### src/rtl/muldiv_unit.sv
// Multiply/divide unit with HI/LO result registers: iterative shift-add multiply,
// restoring divide. Define MULDIV_FAST_MUL_EN for a single-cycle combinational multiply.
module muldiv_unit #(
  parameter int unsigned W     = 32,
  parameter int unsigned CNT_W = 6
) (
  input  logic         clk,
  input  logic         rstn,
  input  logic         start,
  input  logic [2:0]   op,
  input  logic [W-1:0] src1,
  input  logic [W-1:0] src2,
  input  logic         annul,
  output logic         busy,
  output logic         done,
  output logic [W-1:0] hi,
  output logic [W-1:0] lo,
  output logic         dbz
);

  typedef enum logic [1:0] {S_IDLE, S_MUL, S_DIV} state_t;
  typedef enum logic [2:0] {
    OP_MULT = 3'd0, OP_MULTU = 3'd1, OP_DIV  = 3'd2, OP_DIVU = 3'd3,
    OP_MTHI = 3'd4, OP_MTLO  = 3'd5, OP_NOP6 = 3'd6, OP_NOP7 = 3'd7
  } op_t;

  state_t     state, state_nx;
  logic [CNT_W-1:0] cnt, cnt_nx;
  logic [W-1:0] opb, opb_nx;        // multiplicand or divisor magnitude
  logic [W:0]   acc_hi, acc_hi_nx;  // partial product high half or remainder
  logic [W-1:0] acc_lo, acc_lo_nx;  // multiplier or dividend/quotient
  logic         neg_q, neg_q_nx;
  logic         neg_r, neg_r_nx;
  logic [W-1:0] hi_nx, lo_nx;
  logic         done_nx, dbz_nx;

  op_t          op_e;
  logic         is_signed;
  logic [W-1:0] mag1, mag2;
  logic [W:0]   mul_sum;
  logic [2*W-1:0] mul_prod;
  logic [W:0]   div_sh, div_diff, div_rem_n;
  logic         div_ok;
  logic [W-1:0] div_quo_n;
  logic         last;

  assign op_e      = op_t'(op);
  assign is_signed = (op_e == OP_MULT) || (op_e == OP_DIV);
  assign mag1      = (is_signed && src1[W-1]) ? -src1 : src1;
  assign mag2      = (is_signed && src2[W-1]) ? -src2 : src2;
  assign busy      = (state != S_IDLE);
  assign last      = (cnt == CNT_W'(W-1));

  // One shift-add step: the product shifts right through {acc_hi, acc_lo}.
  assign mul_sum  = acc_hi + (acc_lo[0] ? {1'b0, opb} : '0);
  assign mul_prod = {mul_sum, acc_lo[W-1:1]};

  // One restoring-divide step: the dividend shifts out of acc_lo into the remainder.
  assign div_sh    = {acc_hi[W-1:0], acc_lo[W-1]};
  assign div_ok    = (div_sh >= {1'b0, opb});
  assign div_diff  = div_sh - {1'b0, opb};
  assign div_rem_n = div_ok ? div_diff : div_sh;
  assign div_quo_n = {acc_lo[W-2:0], div_ok};

`ifdef MULDIV_FAST_MUL_EN
  logic [2*W-1:0] fast_prod;
  logic           fast_neg;
  assign fast_prod = {{W{1'b0}}, mag1} * {{W{1'b0}}, mag2};
  assign fast_neg  = (op_e == OP_MULT) && (src1[W-1] ^ src2[W-1]);
`endif

  always_comb begin
    state_nx  = state;
    cnt_nx    = cnt;
    opb_nx    = opb;
    acc_hi_nx = acc_hi;
    acc_lo_nx = acc_lo;
    neg_q_nx  = neg_q;
    neg_r_nx  = neg_r;
    hi_nx     = hi;
    lo_nx     = lo;
    done_nx   = 1'b0;
    dbz_nx    = 1'b0;
    case (state)
      S_IDLE: begin
        if (start && !annul) begin
          case (op_e)
            OP_MULT, OP_MULTU: begin
`ifdef MULDIV_FAST_MUL_EN
              {hi_nx, lo_nx} = fast_neg ? -fast_prod : fast_prod;
              done_nx        = 1'b1;
`else
              state_nx  = S_MUL;
              cnt_nx    = '0;
              opb_nx    = mag2;
              acc_hi_nx = '0;
              acc_lo_nx = mag1;
              neg_q_nx  = is_signed && (src1[W-1] ^ src2[W-1]);
              neg_r_nx  = 1'b0;
`endif
            end
            OP_DIV, OP_DIVU: begin
              if (src2 == '0) begin
                hi_nx   = src1;
                lo_nx   = '1;
                done_nx = 1'b1;
                dbz_nx  = 1'b1;
              end else begin
                state_nx  = S_DIV;
                cnt_nx    = '0;
                opb_nx    = mag2;
                acc_hi_nx = '0;
                acc_lo_nx = mag1;
                neg_q_nx  = is_signed && (src1[W-1] ^ src2[W-1]);
                neg_r_nx  = is_signed && src1[W-1];
              end
            end
            OP_MTHI: begin
              hi_nx   = src1;
              done_nx = 1'b1;
            end
            OP_MTLO: begin
              lo_nx   = src1;
              done_nx = 1'b1;
            end
            default: ;
          endcase
        end
      end
      S_MUL: begin
        if (annul) begin
          state_nx = S_IDLE;
        end else begin
          acc_hi_nx = {1'b0, mul_sum[W:1]};
          acc_lo_nx = {mul_sum[0], acc_lo[W-1:1]};
          cnt_nx    = cnt + CNT_W'(1);
          if (last) begin
            state_nx       = S_IDLE;
            {hi_nx, lo_nx} = neg_q ? -mul_prod : mul_prod;
            done_nx        = 1'b1;
          end
        end
      end
      S_DIV: begin
        if (annul) begin
          state_nx = S_IDLE;
        end else begin
          acc_hi_nx = div_rem_n;
          acc_lo_nx = div_quo_n;
          cnt_nx    = cnt + CNT_W'(1);
          if (last) begin
            state_nx = S_IDLE;
            lo_nx    = neg_q ? -div_quo_n : div_quo_n;
            hi_nx    = neg_r ? -div_rem_n[W-1:0] : div_rem_n[W-1:0];
            done_nx  = 1'b1;
          end
        end
      end
      default: state_nx = S_IDLE;
    endcase
  end

  always_ff @(posedge clk or negedge rstn) begin
    if (!rstn) begin
      state  <= S_IDLE;
      cnt    <= '0;
      opb    <= '0;
      acc_hi <= '0;
      acc_lo <= '0;
      neg_q  <= 1'b0;
      neg_r  <= 1'b0;
      hi     <= '0;
      lo     <= '0;
      done   <= 1'b0;
      dbz    <= 1'b0;
    end else begin
      state  <= state_nx;
      cnt    <= cnt_nx;
      opb    <= opb_nx;
      acc_hi <= acc_hi_nx;
      acc_lo <= acc_lo_nx;
      neg_q  <= neg_q_nx;
      neg_r  <= neg_r_nx;
      hi     <= hi_nx;
      lo     <= lo_nx;
      done   <= done_nx;
      dbz    <= dbz_nx;
    end
  end

endmodule

### config.mk
export PLATFORM = sky130hd
export DESIGN_NAME = muldiv_unit
export DESIGN_NICKNAME = d
export VERILOG_FILES = /design/src/rtl/muldiv_unit.sv
export SDC_FILE = /design/constraint.sdc
export NUM_CORES = 1
export LEC_CHECK = 0
export BUFFER_PORTS_ARGS = -buffer_cell sky130_fd_sc_hd__clkbuf_2
export CAP_MARGIN = 10
export CORE_MARGIN = 5
export CORE_UTILIZATION = 35
export CTS_CLUSTER_DIAMETER = 30
export CTS_CLUSTER_SIZE = 28
export DETAILED_ROUTE_END_ITERATION = 12
export SKIP_LAST_GASP = 1
export SYNTH_ARGS = -nofsm -noshare
export SYNTH_HDL_FRONTEND = slang
export SYNTH_SLANG_ARGS = --single-unit
### constraint.sdc
create_clock -name clk -period 6.25 [get_ports clk]
set_clock_uncertainty 0.05 [all_clocks]
set_input_delay 1.25 -clock clk [delete_from_list [all_inputs] [get_ports clk]]
set_output_delay 1.25 -clock clk [all_outputs]
set_load 0.05 [all_outputs]
* After elaboration in Yosys (flattened, before gate mapping) *
Index checks and enable logic that the tools add are counted.

cells by class
  add/sub/neg operators = 8
  $lt $le $gt $ge = 1
  equality and inequality tests = 21
  multiplexer cells = 61
  bitwise gates (word level) = 1
  reduce and logical (&&, ||, !) cells = 23

operators by type and width
  operator                                                         number
  32-bit two-way mux                                               22
  32-bit case mux with 3 select lines                              3
  32-bit case mux with 2 select lines                              4
  33-bit two-way mux                                               5
  32-bit negator                                                   4
  33-bit case mux with 3 select lines                              1
  33-bit case mux with 2 select lines                              1
  64-bit two-way mux                                               1
  64-bit negator                                                   1
  33-bit by 32-bit adder with 33-bit output                        1
  33-bit by 32-bit greater-or-equal comparator with 1-bit output   1
  33-bit by 32-bit subtractor with 33-bit output                   1
  32-bit logical NOT                                               1
  6-bit case mux with 2 select lines                               2
  6-bit two-way mux                                                3
  8-bit AND reduction                                              2
  2-bit != test, second input constant                             7
  3-bit by 1-bit != test with 1-bit output, second input constant  4
  1-bit two-way mux                                                9
  2-bit two-way mux                                                4
  1-bit case mux with 2 select lines                               4
  2-bit case mux with 2 select lines                               2
  4-bit AND reduction                                              2
  2-bit OR reduction                                               4
  18 further kinds                                                 26

storage, ports and cells
  bits in registers = 173
  bits of input ports = 71
  output and inout port bits = 67

* Logic depth before layout (Yosys ltp) *
  depth after elaboration = 8
  gate-level depth with buffers = 24

* Least setup slack after synthesis *
No wires, ideal clock.

  kind = reg-to-reg
  from = register acc_hi[5]
  to = register hi[22]
  setup time = 132 ps
  arrival = 5071 ps
  required time = 6068 ps
  path slack = 997 ps
  stages on the path, launching flop included = 22
  clock period less this slack = 5253 ps
  path through = dfrtp_1 > ha_1 > buf_2 > a21oi_1 > o21ai_0 > a221oi_1 > a2111oi_2 > or2_2 > inv_1 > clkbuf_1 > clkbuf_1 > buf_1 > mux2i_1 > ha_1 > nand2_1 > nor3_1 > a21oi_1 > nor4b_1 > nor2_1 > xnor2_1 > a221oi_1 > nor3_2

on the way
  cells in the longest elaborated chain, start to end = 7
  elaborated cells on any way between the ends = 13
  those cells by class = add/sub (4); order compare (1); mux (8)

ends and longest elaborated chain
  element                                                                                                                                  line    text
  start: declaration                                                                                                                       30      logic [W:0] acc_hi, acc_hi_nx;
  start signal: assignment                                                                                                                 180     acc_hi <= acc_hi_nx;
  33-bit by 32-bit subtractor with 33-bit output / 33-bit by 32-bit greater-or-equal comparator with 1-bit output (equally long branches)  61, 60
  33-bit two-way mux                                                                                                                       62      assign div_rem_n = div_ok ? div_diff : div_sh;
  32-bit negator                                                                                                                           154     hi_nx = neg_r ? -div_rem_n[W-1:0] : div_rem_n[W-1:0];
  32-bit two-way mux                                                                                                                       154
  32-bit two-way mux                                                                                                                       151     if (last) begin
  32-bit two-way mux                                                                                                                       145     if (annul) begin
  32-bit case mux with 3 select lines (*)                                                                                                  84      case (state)
  end signal: assignment                                                                                                                   184     hi <= hi_nx;
  end: declaration                                                                                                                         16      output logic [W-1:0] hi,

Mark *: on every way between the ends. The rest lies on a longest branch, timed or not. The select of a mux whose other input is x is not followed.
A chain may end at the register's enable or synchronous reset.

* Worst setup path after layout *
  from = register acc_lo[0]
  to = register hi[25]

on the way
  cells in the longest elaborated chain, start to end = 7

ends and longest elaborated chain
  element                                        line  text
  start: declaration                             31    logic [W-1:0] acc_lo, acc_lo_nx;
  start signal: assignment                       181   acc_lo <= acc_lo_nx;
  32-bit two-way mux (*)                         55    assign mul_sum = acc_hi + (acc_lo[0] ? {1'b0, opb} : '0);
  33-bit by 32-bit adder with 33-bit output (*)  55
  64-bit negator                                 139   {hi_nx, lo_nx} = neg_q ? -mul_prod : mul_prod;
  64-bit two-way mux (*)                         139
  32-bit two-way mux (*)                         137   if (last) begin
  32-bit two-way mux (*)                         131   if (annul) begin
  32-bit case mux with 3 select lines (*)        84

Marks and branches as above.

==> results by group <==
Outcome
  – Status: finished clean

Place
  – Post-DP HPWL: 48470 µm
  – Placement Cell Area: 0.01861 mm²
  – Routability congestion estimate: 0.9241
  – Port Buffers: 137

Yosys
  – Top FF cell, synth: dfrtp_1
  – Largest cells by area after synthesis: dfrtp_1 (25%), nand2_1 (6.9%), o21ai_0 (5.9%), xnor2_1 (5.7%), ha_1 (5.5%)
  – FFs w/ async S/R, synth: 100.0%
  – Post-synth EDFFs: 0
  – Share of the synthesized area in the top cell type: 24.83%
  – Register area share after synthesis: 24.83%
  – Netlist cell types: 84
  – Register bit total from synthesis: 173
  – Synthesis Warnings: 0
  – Netlist Area Pre-Place: 0.01743 mm²
  – Syn Area/Cell: 7.403 µm²
  – Largest area contributor in the netlist: dfrtp_1
  – Syn Nets: 2505
  – Post-Syn Instances: 2355

Worst hold path
  – HP Start: lo[20]
  – Hold Crit Class: flip-flop to flip-flop

Critical path
  – Crit path to: hi[25]
  – Worst setup path start: acc_lo[0]
  – Element type at the critical path start: flip-flop
  – Arr. time, crit path: 6.10 ns
  – Max FO, Critical Path: 8
  – CP endpoint kind: flip-flop
  – CP Class: flip-flop to flip-flop
  – R2R Path Start: acc_lo[0]
  – Flop2flop setup slack: 0.48 ns
  – Reg-to-reg endpoint: hi[25]
  – Worst Path Required: 6.58 ns
  – R2R cell count: 15

Cells and area
  – Layout area overhead: 10.49%
  – Ant diodes: 0
  – Layout cells sized above 1: 10.54%
  – Final Instance Area: 0.01926 mm²
  – Final nets: 2520

Global route
  – Number of global-route vias before repair: 17040
  – Gr usage total: 23.12%
  – Grt ovf: 0
  – Global-route wire length before repair: 99910 µm
  – Largest net degree at the start of global routing: 89
  – Initial antenna violation count: 0

Clock network
  – Clock-pin slew on the worst setup and hold paths: 0.08 ns
  – Post-CTS sizing: 0
  – H-tree depth: 4
  – Setup bufs post-CTS: 0
  – CTS tree: built
  – TritonCTS buffer count: 17
  – Clock tree buffer depth: 2
  – Clock sink count: 173
  – Skew-Pair Late Insertion Delay: 0.51 ns
  – Root buf cell: clkbuf_16
  – Post-CTS Hold Buffers: 0

STA
  – Final Hold Vio Count: 0
  – Final setup viols: 0
  – Pins Over Slew Limit: 0
  – Slew HR: 30.73%
  – Final period util: 92.32%
  – Worst-margin pin slew: 1.030 ns
  – Sum of negative setup slack: 0 ns
  – RSZ-0062 raised after global routing: false
  – Min Tclk post-route: 5.770 ns
  – Peak Freq: 173.3 MHz

Drt
  – DR pass1 iterations: 6
  – DR DRC count: 0
  – Post-route ant nets: 0
  – Vias: 18050
  – Avg Vias per Cell: 5.927
  – Post-Route WL: 63970 µm
  – DR iter-0 viols: 1876
  – Post-DR wirelength/cell: 21.00 µm

Floorplanning
  – Die Span Y: 233.2 µm
  – IO Count: 138
  – Rows: 81
  – Die area: 0.05437 mm²
  – Core area: 0.04915 mm²
  – Initial Util: 35.47%
  – Die width: 233.2 µm

Power and ir drop
  – Worst VDD drop: 413.3 µV
  – Power density cells: 634.0 mW/mm²
  – Leak: 0.007981 µW

Job
  – Max-cap violations: 0
-- critical path, stage by stage (launching register included) --
cell and delay (ns):
dfrtp_1 0.49, clkinv_1 0.36, nor2_1 0.36, ha_1 0.34
a21o_1 0.28, a221oi_1 0.56, a2bb2oi_1 0.34, nand3_1 0.13
xor2_1 0.22, or4_1 0.54, or3_1 0.50, nand4bb_1 0.42
o31ai_2 0.31, xnor2_1 0.09, a221oi_1 0.49, o31ai_1 0.13
-- how the worst min path moves through the flow --
stage,to,depth (start not counted)
2_1_floorplan,opb[1],2
5_1_grt,hi[15],1
3_5_place_dp,hi[15],1
3_3_place_gp,lo[16],2
6_report,lo[20],2
4_1_cts,hi[15],1
-- cell families after synthesis --
kind of cell | after synthesis | share of synthesized area [%]
adder cells (fa/ha/maj) | 79 | 5.756
multiplexers | 23 | 1.349
flip-flops | 173 | 24.83
buffers and inverters | 255 | 5.634
AO/OA/AOI/OAI | 767 | 28.79
AND/OR/NAND/NOR | 836 | 22.49
XOR/XNOR | 222 | 11.15
-- area by class of cell --
class	count	area [µm²]
fillers	5131	29890
multi-input cells	1927	12150
flip-flops and latches	173	4330
repair buffers	175	1015
well taps	664	830.8
clock buffers	17	425.4
inverters	76	285.3
clock inverters	14	229.0
-- layer usage --
layer / part of all wire [%] / up-vias / global-route usage [%] / routed length (µm)
met5: 0 / - / 0 / 0
met4: 2.2 / 0 / 6.092 / 1416
met3: 7.8 / 88 / 4.595 / 4980
met2: 45 / 675 / 36.63 / 28660
met1: 45 / 8683 / 32.27 / 28910
li1: - / 8608 / - / -
-- power by group --
part           switching, µW  internal, µW  total, µW
registers                567          1640       2200
clock network            543           715       1260
logic                   5950          2800       8750
-- synth_stat cells (all sizes together) (6+ instances only) --
master,instances
xor2,109
nor2,229
o221ai,33
nand2,319
and2,12
a21boi,7
or4,25
o31ai,99
nor4,20
mux2i,19
o21a,15
nand3,29
nand3b,9
clkbuf,151
or2,16
nand4b,6
and4,7
a21o,23
nand4,27
inv,73
a221oi,50
and3,13
a211oi,24
dfrtp,173
o22ai,12
nor3,53
ha,77
o21bai,7
o31a,9
nor2b,9
o41ai,16
a21oi,166
a22oi,24
a31oi,19
buf,28
or3,34
xnor2,113
o21ai,209
nand2b,9
o211ai,17
-- cell usage in the layout, fill, tap and decap left out, drive strengths merged, types with 16 or more instances in the layout --
cell type,synthesis,final
xnor2,113,113
nand2,319,319
a211oi,24,24
a31oi,19,19
o41ai,16,16
o211ai,17,17
o221ai,33,33
xor2,109,109
o31ai,99,99
a221oi,50,50
nor3,53,53
or3,34,34
nand3,29,29
a22oi,24,24
inv,73,78
mux2i,19,19
buf,28,39
ha,77,77
o21ai,209,209
or2,16,16
nor4,20,20
clkbuf,151,153
nand4,27,27
dfrtp,173,173
a21o,23,23
a21oi,166,166
or4,25,25
nor2,229,229
-- flip-flops by register name (all words and copies together), names as in the netlist --
signal and count:
acc_hi 33, acc_lo 32, cnt 6, dbz 1
done 1, hi 32, lo 32, neg_q 1
neg_r 1, opb 32, state 2
-- per-stage QoR --
step / power [µW] / setup WS [ns] / utilization [%] / hold WS (ns) / instances
floorplan: 8392 / 0.9971 / - / 0.3998 / 2355
global placement: 10760 / 0.6000 / 37.86 / 0.4106 / 3015
detailed placement: 10830 / 0.5718 / 37.86 / 0.4199 / 3015
global route: 13150 / 0.09313 / 39.19 / 0.4467 / 3046
CTS: 12130 / 0.5581 / 39.19 / 0.4356 / 3046
finish: 12210 / 0.4802 / 39.19 / 0.4290 / 3046
No activity file was read; power rests on OpenSTA's default activity.
